**config.mk**
```make
export PLATFORM = sky130hd
export DESIGN_NAME = sw_result_collector
export DESIGN_NICKNAME = d
export VERILOG_FILES = /design/src/rtl/sw_result_collector.sv
export SDC_FILE = /design/constraint.sdc
export NUM_CORES = 1
export LEC_CHECK = 0
export CELL_PAD_IN_SITES_DETAIL_PLACEMENT = 1
export CELL_PAD_IN_SITES_GLOBAL_PLACEMENT = 1
export CORE_ASPECT_RATIO = 1.4
export CORE_MARGIN = 2
export CORE_UTILIZATION = 50
export CTS_BUF_LIST = sky130_fd_sc_hd__clkbuf_4
export CTS_CLUSTER_DIAMETER = 50
export CTS_CLUSTER_SIZE = 28
export DETAILED_ROUTE_END_ITERATION = 8
export GPL_TIMING_DRIVEN = 0
export PLACE_DENSITY = 0.88
export SYNTH_ARGS = -nofsm -noshare
export SYNTH_HDL_FRONTEND = slang
export SYNTH_SLANG_ARGS = --single-unit
```
**constraint.sdc**
```tcl
create_clock -name clk -period 5.15 [get_ports clk]
set_clock_uncertainty 0.2 [all_clocks]
set_input_delay 0.7725 -clock clk [delete_from_list [all_inputs] [get_ports clk]]
set_output_delay 0.7725 -clock clk [all_outputs]
set_load 0.05 [all_outputs]
```
**src/rtl/sw_result_collector.sv**
```systemverilog
// Collects per-query best score/index from the Smith-Waterman result stream into a record FIFO.
// Build option: define SW_COLLECT_THRESH_EN to add thresh_i, which suppresses records whose best < thresh_i.
module sw_result_collector #(
  parameter int CALC_BIT   = 10,
  parameter int IDX_BIT    = 8,
  parameter int QID_BIT    = 8,
  parameter int CNT_BIT    = 8,
  parameter int FIFO_DEPTH = 4
) (
  input  logic                clk,
  input  logic                rst_n,
  input  logic                start_i,
  input  logic [CALC_BIT-1:0] result_i,
  input  logic                valid_i,
  input  logic [CALC_BIT-1:0] max_result_i,
  input  logic [IDX_BIT-1:0]  match_idx_i,
  input  logic                change_q_i,
`ifdef SW_COLLECT_THRESH_EN
  input  logic [CALC_BIT-1:0] thresh_i,
`endif
  output logic                rec_valid_o,
  input  logic                rec_ready_i,
  output logic [QID_BIT-1:0]  rec_qid_o,
  output logic [CALC_BIT-1:0] rec_score_o,
  output logic [IDX_BIT-1:0]  rec_idx_o,
  output logic [CNT_BIT-1:0]  rec_cnt_o,
  output logic                rec_chk_err_o,
  output logic                overflow_o,
  output logic [7:0]          drop_cnt_o,
  output logic                busy_o
);

  localparam int PTR_BIT  = (FIFO_DEPTH > 1) ? $clog2(FIFO_DEPTH) : 1;
  localparam int FILL_BIT = PTR_BIT + 1;
  localparam logic [FILL_BIT-1:0] FULL_LVL = FILL_BIT'(FIFO_DEPTH);

  typedef enum logic {IDLE, ACCUM} state_t;

  typedef struct packed {
    logic [QID_BIT-1:0]  qid;
    logic [CALC_BIT-1:0] score;
    logic [IDX_BIT-1:0]  idx;
    logic [CNT_BIT-1:0]  cnt;
    logic                chk_err;
  } rec_t;

  state_t              state_q, state_d;
  logic [CALC_BIT-1:0] best_q, best_d;
  logic [IDX_BIT-1:0]  idx_q, idx_d;
  logic [CNT_BIT-1:0]  cnt_q, cnt_d;
  logic [QID_BIT-1:0]  qid_q, qid_d;
  logic [4:0]          quiet_q, quiet_d;
  logic                overflow_q, overflow_d;
  logic [7:0]          drop_q, drop_d;
  rec_t                mem_q [FIFO_DEPTH];
  rec_t                mem_d [FIFO_DEPTH];
  logic [PTR_BIT-1:0]  rd_ptr_q, rd_ptr_d, wr_ptr_q, wr_ptr_d;
  logic [FILL_BIT-1:0] fill_q, fill_d;

  logic                beat, close, take, keep, push, pop, drop, full;
  logic [CALC_BIT-1:0] fold_best;
  logic [IDX_BIT-1:0]  fold_idx;
  logic [CNT_BIT-1:0]  fold_cnt;
  rec_t                new_rec, head;

  // A beat in the closing cycle is folded in before the record is formed.
  always_comb begin
    beat      = (state_q == ACCUM) && !start_i && valid_i;
    close     = (state_q == ACCUM) && !start_i && change_q_i;
    take      = beat && ((cnt_q == '0) || (result_i > best_q));
    fold_best = take ? result_i : best_q;
    fold_idx  = take ? match_idx_i : idx_q;
    fold_cnt  = (beat && (cnt_q != '1)) ? cnt_q + CNT_BIT'(1) : cnt_q;
`ifdef SW_COLLECT_THRESH_EN
    keep      = (fold_cnt != '0) && (fold_best >= thresh_i);
`else
    keep      = (fold_cnt != '0);
`endif
    new_rec   = '{qid: qid_q, score: fold_best, idx: fold_idx, cnt: fold_cnt,
                  chk_err: (max_result_i != fold_best)};
    full      = (fill_q == FULL_LVL);
    pop       = rec_valid_o && rec_ready_i;
    push      = close && keep && (!full || pop);
    drop      = close && keep && full && !pop;
  end

  always_comb begin
    mem_d    = mem_q;
    rd_ptr_d = rd_ptr_q;
    wr_ptr_d = wr_ptr_q;
    fill_d   = fill_q + FILL_BIT'(push) - FILL_BIT'(pop);
    if (push) begin
      mem_d[wr_ptr_q] = new_rec;
      wr_ptr_d        = wr_ptr_q + PTR_BIT'(1);
    end
    if (pop) begin
      rd_ptr_d = rd_ptr_q + PTR_BIT'(1);
    end
  end

  always_comb begin
    state_d    = state_q;
    best_d     = best_q;
    idx_d      = idx_q;
    cnt_d      = cnt_q;
    qid_d      = qid_q;
    quiet_d    = quiet_q;
    overflow_d = overflow_q;
    drop_d     = drop_q;
    if (start_i) begin
      state_d    = ACCUM;
      best_d     = '0;
      idx_d      = '0;
      cnt_d      = '0;
      qid_d      = '0;
      quiet_d    = '0;
      overflow_d = 1'b0;
      drop_d     = '0;
    end else if (state_q == ACCUM) begin
      if (close) begin
        best_d = '0;
        idx_d  = '0;
        cnt_d  = '0;
        qid_d  = qid_q + QID_BIT'(1);
      end else begin
        best_d = fold_best;
        idx_d  = fold_idx;
        cnt_d  = fold_cnt;
      end
      if (drop) begin
        overflow_d = 1'b1;
        if (drop_q != 8'hFF) drop_d = drop_q + 8'd1;
      end
      // quiet_q counts earlier idle cycles; this cycle being idle makes the 16th.
      if (valid_i || change_q_i) begin
        quiet_d = '0;
      end else begin
        if (quiet_q != 5'd16) quiet_d = quiet_q + 5'd1;
        if ((quiet_q >= 5'd15) && (fill_q == '0)) state_d = IDLE;
      end
    end
  end

  always_ff @(posedge clk or negedge rst_n) begin
    if (!rst_n) begin
      state_q    <= IDLE;
      best_q     <= '0;
      idx_q      <= '0;
      cnt_q      <= '0;
      qid_q      <= '0;
      quiet_q    <= '0;
      overflow_q <= 1'b0;
      drop_q     <= '0;
      rd_ptr_q   <= '0;
      wr_ptr_q   <= '0;
      fill_q     <= '0;
      for (int i = 0; i < FIFO_DEPTH; i++) mem_q[i] <= '0;
    end else begin
      state_q    <= state_d;
      best_q     <= best_d;
      idx_q      <= idx_d;
      cnt_q      <= cnt_d;
      qid_q      <= qid_d;
      quiet_q    <= quiet_d;
      overflow_q <= overflow_d;
      drop_q     <= drop_d;
      rd_ptr_q   <= rd_ptr_d;
      wr_ptr_q   <= wr_ptr_d;
      fill_q     <= fill_d;
      mem_q      <= mem_d;
    end
  end

  assign head          = mem_q[rd_ptr_q];
  assign rec_valid_o   = (fill_q != '0);
  assign rec_qid_o     = head.qid;
  assign rec_score_o   = head.score;
  assign rec_idx_o     = head.idx;
  assign rec_cnt_o     = head.cnt;
  assign rec_chk_err_o = head.chk_err;
  assign overflow_o    = overflow_q;
  assign drop_cnt_o    = drop_q;
  assign busy_o        = (state_q == ACCUM) || (fill_q != '0);

endmodule
```
==> results.ini, run 1 <==
[drt]
drt_wl_total_mm = 26.6
drc_errors = 0
wl_per_cell_um = 22.2
ant_nets = 0
num_vias = 7135
vias_per_cell = 5.95
first_pass_iters = 4
detail_route.iter0.violations = 368

[floorplan]
placementRows = 59
die_h_um = 167
core_area_um2 = 18600
initial_core_util_pct = 50.9
io_pins = 80
die_area_um2 = 20100
die_w_um = 120

[power]
power_leakage_nw = 4.71
peakVddDrop_v = 0.000256
power_density_nw_per_um2 = 387

[placed_design]
dp_hpwl_mm = 18.8
dpl-instance-area_um2 = 10600
gp_congestion = 0.807
io_buffer_count = 79

[clocking]
path_clk_slew_ns = 0.17
htreeDepth = 4
cts_tree = done
numCtsBuffers = 17
root_buffer = clkbuf_4
clock_sinks = 196
insertion_delay_ns = 0.59
cts_resized = 0
ctsLongestPathBuffers = 2

[critical_path]
crit_path_start_kind = flip-flop
criticalPathCategory = reg2out
critical_path_depth = 4
cp.arrival_ns = 3.80
reg2reg_depth = 7
rrSetupSlack_ns = 1.32
crit_path_start = rd_ptr_q[0]$_DFFE_PN0P_
critPathBufInv = 3
crit_fanout = 10
cp_slowest_cell = buf_1
reg2reg_to = mem_q[73]$_DFFE_PN0P_
r2r-start = state_q$_DFF_PN0_
cp_cell_sequence = clkbuf_1 -> buf_1 -> mux4_2 -> clkdlybuf4s50_1
cp-endpoint = rec_idx_o[7]
slowest_delay_ns = 0.77
critPathTopFamily = buffers and inverters
end_kind = primary output
worstPathRequired_ns = 4.18

[layout]
final_cell_area_um2 = 10900
layout.nets = 999
final_layout_size_suffix_gt1_share_pct = 13.4
syn_to_final_growth_pct = 15.4
final_cell_mix = 196 x dfrtp_1, 129 x nand2_1, 121 x o21ai_0
layout_commonest_cell = dfrtp_1

[run]
cap_violations = 0

[sta]
fin_crit_sh_pct = 92.6
slew_headroom_pct = 21.4
finalHoldViolCount = 0
clock.fmax_mhz = 210
rsz0062_at_grt = false
setup_viol = 0
worst_pin_slew_ns = 1.16
timing.hold.ws_ns = 0.301
drv_slew = 0
min_period_ns = 4.77

[synth]
synth_edf_count = 0
syn_nets = 899
synth_ff_type = dfrtp_1
syn_avg_cell_area_um2 = 11.3
async_flop_share_pct = 100
yosysSeqAreaShare_pct = 51.8
ys_seq_elements = 196
ys_warn_count = 0
yosysUniqueCellTypes = 65
synth_cells = 841
netlist_area_um2 = 9480

[grt]
grt_pass1_vias = 8127
grtUsageTotal_pct = 27.7
antenna_found_initial = 1
grt_pass1_wl_mm = 43.1
overflow = 0
grt_max_degree = 124

[worst_hold_path]
min_from = mem_q[3]$_DFFE_PN0P_
min_path_type = reg2reg

[status]
status = completed

## per-layer routing
layer | share of wire, % | track usage (%) | up-vias | wire length (µm)
li1 | - | - | 3194 | -
met1 | 38 | 30.8 | 3732 | 10000
met2 | 56 | 51.6 | 155 | 15100
met3 | 3.5 | 5.14 | 54 | 937
met4 | 2.3 | 10.7 | 0 | 605
met5 | 0 | 0 | - | 0
## cell type report
| cell class | count | area (µm²) |
|---|---|---|
| Fill cell | 2005 | 7670 |
| Sequential cell | 196 | 4900 |
| Multi-Input combinational cell | 563 | 4240 |
| Timing Repair Buffer | 81 | 833 |
| Tap cell | 244 | 305 |
| Buffer | 49 | 208 |
| Clock inverter | 15 | 191 |
| Clock buffer | 17 | 128 |
| Inverter | 33 | 124 |
| Antenna cell | 1 | 2.50 |
## tightest hold or removal path, cell delays in order, from the launching register on
cell     delay (ns)
dfrtp_1        0.37
nand2_1        0.05
o21ai_0        0.06
## timing repair
| action | CTS | global route |
|---|---|---|
| setup endpoints to repair | 0 | 0 |
| hold buffers | 1 | 0 |
| hold endpoints to repair | 73 | 0 |
| setup buffers | 0 | 0 |
## where the power goes
group	switching, mW	internal [mW]
logic	0.844	0.537
registers	0.149	1.77
clock network	0.577	0.351
total	1.57	2.66
## worst min path at each step
stage	to	slack, ns	cells past startpoint
after global placement	mem_q[90]$_DFFE_PN0P_	0.26	2
final	mem_q[3]$_DFFE_PN0P_	0.30	2
after CTS	mem_q[71]$_DFFE_PN0P_	0.30	2
after global routing	mem_q[3]$_DFFE_PN0P_	0.33	2
after detailed placement	mem_q[42]$_DFFE_PN0P_	0.27	2
after floorplan	mem_q[36]$_DFFE_PN0P_	0.24	2
## synthesized netlist by cell type (3+ instances only)
master     count  share of area (%)
ha_1          23                3.0
a22o_1        16                1.5
or3_1          5               0.33
a222oi_1       3               0.32
buf_1          3               0.12
a2111oi_0      7               0.65
nor2_1        29                1.1
nand2_1      129                5.1
xnor2_1       13                1.2
a21oi_1       16               0.85
xor2_1        13                1.2
mux2i_1       24                2.5
o31ai_1        5               0.40
nor3_1         4               0.21
mux2_1         3               0.36
buf_2          7               0.37
clkbuf_1      36                1.4
and2_1         4               0.26
dfrtp_1      196                 52
nor2b_1        9               0.59
nand2b_1       4               0.26
mux2_2        33                3.9
nand3_1       13               0.69
and3_1         3               0.20
o21ai_0      121                6.4
o21ai_2        4               0.37
o2111ai_2      3               0.48
inv_1         33                1.3
nand4_1        5               0.33
mux4_2        35                8.3
## logic make-up (layout without fill, tap and decap cells)
| logic type | after synthesis | after routing | share of synthesized area, % |
|---|---|---|---|
| AO/OA/AOI/OAI | 192 | 192 | 12.5 |
| XOR/XNOR | 26 | 26 | 2.40 |
| buffers and inverters | 82 | 195 | 3.50 |
| other | 0 | 1 | 0 |
| flip-flops | 196 | 196 | 51.8 |
| adder cells (fa/ha/maj) | 24 | 24 | 3.25 |
| multiplexers | 95 | 95 | 15.1 |
| AND/OR/NAND/NOR | 226 | 226 | 11.5 |
## state kept, by name, summed over array words and instances (netlist names)
register    flops
wr_ptr_q        2
overflow_o      1
qid_q           8
state_q         1
idx_q           8
mem_q         140
quiet_q         5
drop_cnt_o      8
best_q         10
cnt_q           8
rd_ptr_q        2
fill_q          3
## through the flow
step                      power (mW)  setup WS [ns]  TNS (ns)  cells  util [%]
after floorplan                 2.84           1.68         0    841         -
after global placement          3.24          -5.08   -991.75   1164      56.8
after detailed placement        3.32          0.531         0   1165      57.0
after CTS                       4.25          0.297         0   1198      58.8
after global routing            4.42          0.170         0   1199      58.8
final                           4.23          0.381         0   1199      58.8
Note: power is estimated with default switching activity, not from simulation.
==> run 2: changes to the inputs <==
--- a/config.mk
+++ b/config.mk
@@ -5,17 +5,19 @@
 export SDC_FILE = /design/constraint.sdc
 export NUM_CORES = 1
 export LEC_CHECK = 0
+export ABC_AREA = 1
 export CELL_PAD_IN_SITES_DETAIL_PLACEMENT = 1
 export CELL_PAD_IN_SITES_GLOBAL_PLACEMENT = 1
 export CORE_ASPECT_RATIO = 1.4
 export CORE_MARGIN = 2
-export CORE_UTILIZATION = 50
+export CORE_UTILIZATION = 49
 export CTS_BUF_LIST = sky130_fd_sc_hd__clkbuf_4
 export CTS_CLUSTER_DIAMETER = 50
 export CTS_CLUSTER_SIZE = 28
 export DETAILED_ROUTE_END_ITERATION = 8
 export GPL_TIMING_DRIVEN = 0
-export PLACE_DENSITY = 0.88
+export PLACE_DENSITY = 0.9
+export RECOVER_POWER = 25
 export SYNTH_ARGS = -nofsm -noshare
 export SYNTH_HDL_FRONTEND = slang
 export SYNTH_SLANG_ARGS = --single-unit
==> results.ini, run 2 <==
[synth]
ys_seq_elements = 196
yosys.area.top_type = dfrtp_1
synth.top_cells.by_count = 256 x nand2_1, 196 x dfrtp_1, 137 x o21ai_1
yosysSeqAreaShare_pct = 51.4
netlist_area_um2 = 9530
synth_ff_type = dfrtp_1
ys_warn_count = 0
syn_avg_cell_area_um2 = 8.55
synth_area_leaders = dfrtp_1 51%, nand2_1 10%, o21ai_1 7.2%
synth_cells = 1115
synth.most_common_cell = nand2_1
yosysUniqueCellTypes = 39
yosys.area.top_type_share_pct = 51.4
syn_nets = 1173
synth_edf_count = 0
async_flop_share_pct = 100

[drt]
drc_errors = 0
wl_per_cell_um = 20.2
drt_wl_total_mm = 29.8
routed-wl-met3_mm = 1.42
vias_per_cell = 5.77
top_layer = met4
detail_route.iter0.violations = 591
routedLengthMet1_mm = 11.6
dr_wl_met2_mm = 15.5
first_pass_iters = 5
num_vias = 8524
ant_nets = 0

[critical_path]
critPathBufInv = 4
crit_fanout = 10
criticalPathCategory = reg2out
slowest_delay_ns = 0.87
cp_slowest_cell = clkdlybuf4s50_1
cp_cell_sequence = clkbuf_1 -> inv_1 -> clkbuf_1 -> o21ai_0 -> o22ai_1 -> clkdlybuf4s50_1
crit_path_start_kind = flip-flop
cp.arrival_ns = 3.53
crit_top_cell = clkbuf_1
critPathTopFamily = buffers and inverters
worstPathRequired_ns = 4.18
end_kind = primary output

[layout]
multi_input_area_um2 = 3910
num-fill-cells = 2339
final_layout_size_suffix_gt1_share_pct = 7.01
largest_reg_flops = 140
final_cell_mix = 256 x nand2_1, 196 x dfrtp_1, 137 x o21ai_1
final_cell_area_um2 = 11000
layout.nets = 1272
seq_area_um2 = 4900
regMostFlops = mem_q
fin_util_pct = 57.4
syn_to_final_growth_pct = 15.2
layout_commonest_cell = nand2_1
top_regs = mem_q (140), best_q (10)
stdcell_count = 1477

[grt]
grtUsageTotal_pct = 30.6
grt_pass1_wl_mm = 48.4
overflow = 0
antenna_found_initial = 2
grt_pass1_vias = 9404
grt_max_degree = 108

[floorplan]
io_pins = 80
die_area_um2 = 20600
die_w_um = 122
initial_core_util_pct = 49.8
placementRows = 60
core_area_um2 = 19100
die_h_um = 169

[placed_design]
placedCellCount = 1442
io_buffer_count = 78
dp_hpwl_mm = 21.0
gp_congestion = 0.864
dpl-instance-area_um2 = 10700
dp_slack_ns = 0.757

[status]
failed_checks = capacitance limit, slew limit
status = complete, but fails checks

[sta]
finalHoldViolCount = 0
drv_slew = 199
setup_viol = 0
min_period_ns = 4.50
fin_setup_tns_ns = 0
fin_crit_sh_pct = 87.4
setup_ws_ns = 0.648
worst_pin_slew_ns = 2.25
timing.hold.ws_ns = 0.249
slew_headroom_pct = -49.9
rsz0062_at_grt = false
clock.fmax_mhz = 222

[power]
power_leakage_nw = 4.97
power_density_nw_per_um2 = 543
peakVddDrop_v = 0.000314
p_total_mw = 5.97

[clocking]
numCtsBuffers = 17
root_buffer = clkbuf_4
insertion_delay_ns = 0.62
ctsLongestPathBuffers = 2
cts_hold_buf = 1
clock_sinks = 196
htreeDepth = 4
post-cts-setup-buffers = 0
cts_tree = done
cts_resized = 0
path_clk_slew_ns = 0.16

[run]
cap_violations = 2

[worst_hold_path]
min_path_type = in2reg

-- run 2: cell count changes in the layout (fill, tap and decap cells not counted), moves of 20 or more --
cell | previous run | this run
nor3_1 | 4 | 37
o21ai_1 | 1 | 137
nand2_1 | 129 | 256
nor2_1 | 29 | 101
o22ai_1 | 2 | 40
inv_1 | 33 | 71
mux4_2 | 35 | 0
o21ai_0 | 121 | 79
mux2_2 | 33 | 0
buf_6 | 1 | 21
nand3_1 | 13 | 38
-- run 2: kinds of logic after synthesis --
| family | share of synthesized area [%] |
|---|---|
| fa+ha+maj | 3.23 |
| simple gates | 20.3 |
| compound gates | 14.9 |
| buf+inv | 7.53 |
| flops | 51.4 |
| mux | 0.840 |
| xor+xnor | 1.80 |
-- run 2: layout make-up --
cell class                 count  share of cell area (%)
buffer                        63                    3.71
sequential                   196                    44.6
clock inverter                14                    1.89
clock buffer                  18                    1.23
timing repair buffer          80                    7.22
antenna                        2                  0.0456
multi-input combinational    774                    35.6
inverter                      82                    2.82
tap                          248                    2.82
-- run 2: worst reg2reg max path, delay by kind of cell, from the launching register on --
family	cells	cell delay [ns]
AOI/OAI and AO/OA	2	0.68
xor gates and xnor gates	1	0.18
adders and majority gates	4	1.04
buffers and inverters	2	0.17
DFF	1	0.47
and+or+nand+nor	6	1.04
-- run 2: path summary, 6_finish.rpt --
path | startpoint | to | slack (ns) | cells past startpoint
setup reg to reg | cnt_q[0]$_DFFE_PN0P_ | fill_q[2]$_DFF_PN0_ | 1.28 | 15
setup / recovery | rd_ptr_q[1]$_DFFE_PN0P_ | rec_chk_err_o | 0.65 | 6
min in group asynchronous | rst_n | best_q[2]$_DFFE_PN0P_ | 1.12 | 2
hold / removal | start_i | drop_cnt_o[2]$_DFFE_PN0P_ | 0.25 | 4
max in group asynchronous | rst_n | qid_q[0]$_DFFE_PN0P_ | 1.00 | 3
hold reg to reg | mem_q[90]$_DFFE_PN0P_ | mem_q[90]$_DFFE_PN0P_ | 0.30 | 2
-- run 2: metal layers --
| layer | vias up | global-route usage [%] |
|---|---|---|
| met5 | - | 0 |
| li1 | 3888 | - |
| met1 | 4278 | 35.5 |
| met4 | 0 | 14.5 |
| met3 | 97 | 5.49 |
| met2 | 261 | 54.0 |
-- run 2: where the power goes --
part	leakage (nW)	switching [mW]	internal, mW
registers	2.64	0.210	1.90
logic	2.16	1.97	0.896
clock network	0.174	0.553	0.437
total	4.97	2.73	3.24
